File: config.mk
export PLATFORM = sky130hd
export DESIGN_NAME = uart_lite_slave
export DESIGN_NICKNAME = d
export VERILOG_FILES = /design/src/rtl/uart_lite_slave.sv
export SDC_FILE = /design/constraint.sdc
export NUM_CORES = 1
export LEC_CHECK = 0
export ABC_AREA = 1
export CAP_MARGIN = 25
export CORE_MARGIN = 1.5
export CORE_UTILIZATION = 39
export CTS_BUF_LIST = sky130_fd_sc_hd__clkbuf_4
export DETAILED_ROUTE_END_ITERATION = 6
export SLEW_MARGIN = 20
export SYNTH_ARGS = -nofsm -noshare
export SYNTH_HDL_FRONTEND = slang
export SYNTH_SLANG_ARGS = --single-unit
File: constraint.sdc
create_clock -name clk -period 2.4 [get_ports clk]
set_input_delay 0.36 -clock clk [delete_from_list [all_inputs] [get_ports clk]]
set_output_delay 0.36 -clock clk [all_outputs]
set_load 0.05 [all_outputs]
File: src/rtl/uart_lite_slave.sv
// uart_lite_slave: AXI4-lite responder with the UART-Lite register map
// (RX_FIFO 0x0, TX_FIFO 0x4, STAT_REG 0x8, CTRL_REG 0xC) backed by RX/TX byte FIFOs.
module uart_lite_slave #(
   parameter int FIFO_DEPTH = 16
) (
   input  logic        clk,
   input  logic        rstn,
   input  logic [3:0]  s_axi_araddr,
   input  logic        s_axi_arvalid,
   output logic        s_axi_arready,
   output logic [31:0] s_axi_rdata,
   output logic [1:0]  s_axi_rresp,
   output logic        s_axi_rvalid,
   input  logic        s_axi_rready,
   input  logic [3:0]  s_axi_awaddr,
   input  logic        s_axi_awvalid,
   output logic        s_axi_awready,
   input  logic [31:0] s_axi_wdata,
   input  logic [3:0]  s_axi_wstrb,
   input  logic        s_axi_wvalid,
   output logic        s_axi_wready,
   output logic [1:0]  s_axi_bresp,
   output logic        s_axi_bvalid,
   input  logic        s_axi_bready,
   input  logic [7:0]  rx_byte,
   input  logic        rx_valid,
   output logic        rx_ready,
   output logic [7:0]  tx_byte,
   output logic        tx_valid,
   input  logic        tx_ready,
   output logic        intr
);

   localparam int AW = (FIFO_DEPTH > 1) ? $clog2(FIFO_DEPTH) : 1;
   localparam int CW = AW + 1;
   localparam logic [CW-1:0] FULL_CNT = CW'(FIFO_DEPTH);

   localparam logic [1:0] A_RX   = 2'd0;
   localparam logic [1:0] A_TX   = 2'd1;
   localparam logic [1:0] A_STAT = 2'd2;
   localparam logic [1:0] A_CTRL = 2'd3;

   logic          r_arready, r_rvalid, r_awready, r_bvalid;
   logic          r_intr, r_intr_en, r_overrun, r_rx_ne_d, r_tx_ne_d;
   logic [7:0]    r_rdata;
   logic [7:0]    r_rx_mem [FIFO_DEPTH];
   logic [7:0]    r_tx_mem [FIFO_DEPTH];
   logic [AW-1:0] r_rx_wp, r_rx_rp, r_tx_wp, r_tx_rp;
   logic [CW-1:0] r_rx_cnt, r_tx_cnt;

   logic          w_rd_hs, w_wr_hs;
   logic [1:0]    w_rd_addr, w_wr_addr;
   logic          w_rx_empty, w_rx_full, w_tx_empty, w_tx_full;
   logic          w_rx_push, w_rx_pop, w_rx_clr, w_rx_ovf;
   logic          w_tx_push, w_tx_pop, w_tx_clr;
   logic          w_stat_rd;
   logic [7:0]    w_stat, w_rd_mux;
   logic          w_unused;

   assign w_rd_addr  = s_axi_araddr[3:2];
   assign w_wr_addr  = s_axi_awaddr[3:2];
   assign w_rd_hs    = s_axi_arvalid & r_arready;
   assign w_wr_hs    = s_axi_awvalid & s_axi_wvalid & r_awready;

   // flags are taken from the registered counts, i.e. start-of-cycle state
   assign w_rx_empty = (r_rx_cnt == '0);
   assign w_rx_full  = (r_rx_cnt == FULL_CNT);
   assign w_tx_empty = (r_tx_cnt == '0);
   assign w_tx_full  = (r_tx_cnt == FULL_CNT);

   assign w_rx_push  = rx_valid & ~w_rx_full;
   assign w_rx_ovf   = rx_valid & w_rx_full;
   assign w_rx_pop   = w_rd_hs & (w_rd_addr == A_RX) & ~w_rx_empty;
   assign w_rx_clr   = w_wr_hs & (w_wr_addr == A_CTRL) & s_axi_wdata[1];

   assign w_tx_push  = w_wr_hs & (w_wr_addr == A_TX) & ~w_tx_full;
   assign w_tx_pop   = ~w_tx_empty & tx_ready;
   assign w_tx_clr   = w_wr_hs & (w_wr_addr == A_CTRL) & s_axi_wdata[0];

   assign w_stat_rd  = w_rd_hs & (w_rd_addr == A_STAT);
   assign w_stat     = {2'b00, r_overrun, r_intr_en, w_tx_full, w_tx_empty, w_rx_full, ~w_rx_empty};

   assign w_unused   = ^{s_axi_wstrb, s_axi_araddr[1:0], s_axi_awaddr[1:0], s_axi_wdata[31:8]};

   // read data selected at the AR handshake
   always_comb begin
      w_rd_mux = 8'h00;
      case (w_rd_addr)
         A_RX:    if (!w_rx_empty) w_rd_mux = r_rx_mem[r_rx_rp];
         A_STAT:  w_rd_mux = w_stat;
         default: w_rd_mux = 8'h00;
      endcase
   end

   // AXI handshakes, control/status bits and interrupt edge detect
   always_ff @(posedge clk) begin
      if (!rstn) begin
         r_arready <= 1'b0;
         r_rvalid  <= 1'b0;
         r_rdata   <= 8'h00;
         r_awready <= 1'b0;
         r_bvalid  <= 1'b0;
         r_intr_en <= 1'b0;
         r_overrun <= 1'b0;
         r_rx_ne_d <= 1'b0;
         r_tx_ne_d <= 1'b0;
         r_intr    <= 1'b0;
      end else begin
         r_arready <= s_axi_arvalid & ~r_rvalid & ~r_arready;
         if (w_rd_hs) begin
            r_rvalid <= 1'b1;
            r_rdata  <= w_rd_mux;
         end else if (s_axi_rready) begin
            r_rvalid <= 1'b0;
         end
         // AW and W are only ever accepted together
         r_awready <= s_axi_awvalid & s_axi_wvalid & ~r_bvalid & ~r_awready;
         if (w_wr_hs)
            r_bvalid <= 1'b1;
         else if (s_axi_bready)
            r_bvalid <= 1'b0;
         if (w_wr_hs && (w_wr_addr == A_CTRL))
            r_intr_en <= s_axi_wdata[4];
         // a new overrun beats the clear-on-read of the same cycle
         if (w_rx_ovf)
            r_overrun <= 1'b1;
         else if (w_stat_rd)
            r_overrun <= 1'b0;
         r_rx_ne_d <= ~w_rx_empty;
         r_tx_ne_d <= ~w_tx_empty;
         r_intr    <= r_intr_en & ((~w_rx_empty & ~r_rx_ne_d) | (w_tx_empty & r_tx_ne_d));
      end
   end

   // RX FIFO pointers and occupancy; clear overrides push/pop
   always_ff @(posedge clk) begin
      if (!rstn || w_rx_clr) begin
         r_rx_wp  <= '0;
         r_rx_rp  <= '0;
         r_rx_cnt <= '0;
      end else begin
         if (w_rx_push) r_rx_wp <= r_rx_wp + AW'(1);
         if (w_rx_pop)  r_rx_rp <= r_rx_rp + AW'(1);
         r_rx_cnt <= r_rx_cnt + CW'(w_rx_push) - CW'(w_rx_pop);
      end
   end

   // TX FIFO pointers and occupancy; clear overrides push/pop
   always_ff @(posedge clk) begin
      if (!rstn || w_tx_clr) begin
         r_tx_wp  <= '0;
         r_tx_rp  <= '0;
         r_tx_cnt <= '0;
      end else begin
         if (w_tx_push) r_tx_wp <= r_tx_wp + AW'(1);
         if (w_tx_pop)  r_tx_rp <= r_tx_rp + AW'(1);
         r_tx_cnt <= r_tx_cnt + CW'(w_tx_push) - CW'(w_tx_pop);
      end
   end

   // FIFO storage, no reset needed since occupancy gates every read
   always_ff @(posedge clk) begin
      if (w_rx_push) r_rx_mem[r_rx_wp] <= rx_byte;
      if (w_tx_push) r_tx_mem[r_tx_wp] <= s_axi_wdata[7:0];
   end

   assign s_axi_arready = r_arready;
   assign s_axi_rvalid  = r_rvalid;
   assign s_axi_rdata   = {24'h000000, r_rdata};
   assign s_axi_rresp   = 2'b00;
   assign s_axi_awready = r_awready;
   assign s_axi_wready  = r_awready;
   assign s_axi_bvalid  = r_bvalid;
   assign s_axi_bresp   = 2'b00;
   assign rx_ready      = 1'b1;
   assign tx_byte       = r_tx_mem[r_tx_rp];
   assign tx_valid      = ~w_tx_empty;
   assign intr          = r_intr;

endmodule
==> qor.yml <==
outcome:
  run_status: "finished with violations"
  failed_checks: "setup timing"
die:
  fp.dieH_um: 185.3
  floorplan_die_area_um2: 34340
  fp-row-count: 66
  chipWidth_um: 185.3
  io_pins: 113
  start_util: 0.3974
  design.core.area_um2: 32620
sta:
  final.min_clock_period_ns: 2.611
  finalCritPeriodShare: 1.088
  final-hold-violation-count: 0
  setup_tns_ns: -1.334
  maximum_clock_frequency_mhz: 383.0
  worst_slack_ns: -0.2112
  timing_worst_slew_pin_value_ns: 0.7917
  clock-skew-final_ns: 0.05587
  setup_viol: 8
  worst_slack_on_hold_paths_ns: 0.2680
  timing.max_slew.rel_slack: 0.4714
  unrepaired_setup_endpoints_after_global_routing: "yes"
  final_max_slew_viol_count: 0
synth:
  synthCells: 1128
  yosys_warnings: 0
  post_synth_num_cell_types: 34
  synth.top_cells.by_area: "edfxtp_1 59%, dfxtp_1 7.9%, nand2_1 3.9%"
  synth_top_cell_by_area: "edfxtp_1"
  synthesis.area_um2: 12960
  synth_top_area_share: 0.5931
  postSynthAreaPerCell_um2: 11.49
  synth_register_bits: 307
  synth_seq_area_share: 0.6719
grt:
  grt_start_max_net_pins: 62
  grt_use_total: 0.1749
  antenna_found_initial: 1
  grt_first_pass_wirelength_um: 45330
  first_global_vias: 8475
  globalRoute.totalOverflow: 0
drt:
  routed_wl_um: 29570
  wire_per_inst_um: 16.46
  detail_route.drc_violations: 0
  final_antenna_net_count: 0
  routed-via-count: 8734
  dr.first_iter.drc_count: 628
  firstDrtPassIters: 5
  avgViaCountPerCell: 4.863
critical_path:
  worst_path_class_setup: "reg2out"
  critPathLaunchType: "flip-flop"
  rr_startpoint: "r_tx_cnt[2]"
  endpoint_kind: "output port"
  critical_path_max_stage_delay_ns: 0.39
  r2r_cells: 15
  path_max_fanout: 6
  timing.critical_path.required_ns: 2.04
  timing.critical_path.arrival_ns: 2.25
  cp_cell_sequence: "buf_12 > buf_16 > mux2i_2 > o211ai_1 > o211ai_1 > nand2_1 > buf_12"
  critical_path.slowest_cell: "dfxtp_4"
clock_tree:
  clock_sink_count: 307
  cts-root-to-sink-buffers: 3
  cts_hold_buf: 0
  cts_buffers: 81
  tritoncts: "built"
  clock_tree.root_cell: "clkbuf_4"
  clock_latency_ns: 0.70
  htree_num_levels: 3
  clk_pin_slew_ns: 0.06
cells_and_area:
  fraction_of_final_layout_cells_sized_beyond_drive_strength_1: 0.1988
  post-route-util: 0.4828
  synth_to_layout_area_growth_pct: 21.50
  finalNetCount: 1381
min_path:
  hold_start: "s_axi_wvalid"
  worstHoldPathType: "in2reg"
  holdPathStages: 3
place:
  gp_congestion: 0.8067
  place.port_buffers: 51
  dpl.hpwl_um: 18280
flow_run:
  drv.max_cap_violation_count: 0
power_and_ir_drop:
  ir_worst_vdd_mv: 0.5534
  power.density_cell_area_nw_per_um2: 868.1
  cellLeakagePower_nw: 5.827
-- synthesized netlist by cell type --
master	n
nand4_1	4
fa_1	2
o21a_1	3
o211ai_1	52
o21bai_1	2
o21ai_0	72
nor4_1	1
mux2i_1	32
buf_6	6
or2_2	3
buf_2	16
dfxtp_1	51
buf_4	33
a22o_1	1
conb_1	2
inv_1	115
nor2_1	130
xor2_1	2
edfxtp_1	256
buf_1	3
o21ai_2	2
clkbuf_2	1
nand3_1	63
a21oi_1	69
clkbuf_1	20
nor3_1	3
nand2_1	135
o21ai_1	16
ha_1	20
xnor2_1	4
clkinv_1	3
a22oi_1	1
inv_2	2
nor3b_1	3
-- stage by stage --
| step | cell area (um2) | std cells | setup WS [ns] | total power, W |
|---|---|---|---|---|
| after CTS | 15490 | 1785 | -0.3068 | 0.01351 |
| after floorplan | 13070 | 1155 | -0.2628 | 0.007844 |
| final | 15750 | 1796 | -0.2112 | 0.01367 |
| after global placement | 14330 | 1641 | -0.06795 | 0.008704 |
| after detailed placement | 14330 | 1641 | -0.1254 | 0.008752 |
| after global routing | 15750 | 1796 | -0.3029 | 0.01436 |
-- logic make-up (layout without fill, tap and decap cells) --
| kind of cell | count (synthesis) | in the layout | share of synthesized area |
|---|---|---|---|
| AOI/OAI and AO/OA | 218 | 218 | 0.09625 |
| xor gates and xnor gates | 6 | 6 | 0.004054 |
| adders and majority gates | 22 | 22 | 0.02240 |
| buffers and inverters | 199 | 397 | 0.07230 |
| DFF | 307 | 307 | 0.6719 |
| muxes | 32 | 32 | 0.02471 |
| other | 2 | 30 | 0.0005794 |
| and+or+nand+nor | 342 | 342 | 0.1078 |
-- registers in the layout, indices dropped and copies added (netlist names), 4 cells and up, named ones only --
name	flops
r_rdata	8
r_rx_cnt	5
r_rx_mem	128
r_rx_rp	4
r_rx_wp	4
r_tx_cnt	5
r_tx_mem	128
r_tx_rp	4
r_tx_wp	4
-- placed cells by master, fill, tap and decap left out, types with 8 or more instances in the layout --
| cell type | netlist | layout |
|---|---|---|
| conb_1 | 2 | 29 |
| a21oi_1 | 69 | 66 |
| clkinv_1 | 3 | 16 |
| clkbuf_4 | 0 | 118 |
| inv_2 | 2 | 8 |
| o21ai_2 | 2 | 8 |
| mux2i_1 | 32 | 28 |
| clkdlybuf4s50_1 | 0 | 42 |
| buf_4 | 33 | 71 |
| o21ai_0 | 72 | 48 |
| o211ai_1 | 52 | 52 |
| o21ai_1 | 16 | 34 |
| ha_1 | 20 | 16 |
| edfxtp_1 | 256 | 256 |
| dfxtp_1 | 51 | 45 |
| buf_12 | 0 | 16 |
| nand2_1 | 135 | 127 |
| nand3_1 | 63 | 63 |
| nor2_1 | 130 | 129 |
| inv_1 | 115 | 109 |
| nand2_2 | 0 | 8 |
-- power breakdown --
part           switching, W  internal [W]  leakage, nW
Sequential         0.000108       0.00596         2.72
Combinational       0.00173       0.00131         2.51
Clock               0.00209       0.00246        0.598
-- worst max-delay path, delay by kind of cell (launching register included) --
kind	cells	cell delay [ns]
buffers and inverters	3	0.47
flip-flops	1	0.39
AO/OA/AOI/OAI	2	0.29
multiplexers	1	0.22
AND/OR/NAND/NOR	1	0.19
-- final cells by class --
class / instances / area, um2
multi-input cells: 649 / 3527
clock buffers: 118 / 885.9
well taps: 442 / 553.0
inverters: 120 / 454.2
repair buffers: 139 / 1460
fillers: 2949 / 16870
diodes: 1 / 2.502
clock inverters: 20 / 143.9
flip-flops and latches: 307 / 8721
-- worst paths after layout --
check                                endpoint  slack (ns)
worst max-delay path               tx_byte[6]       -0.21
worst min-delay path            s_axi_awready        0.27
worst max register to register    r_tx_cnt[4]        0.16
worst min register to register  s_axi_arready        0.43
-- repair_timing --
action	CTS	global route
setup buffers	6	7
endpoints found under the setup margin	9	10
cloned	1	3
pin swaps	17	30
resized for setup	30	46
-- routing by layer --
metal	vias to the layer above	track usage	wire [um]
li1	4251	-	-
met1	4127	0.2116	12230
met2	280	0.2975	14730
met3	76	0.03519	1512
met4	0	0.08585	1097
met5	-	0	0
Power figures use the tool's default switching activity.
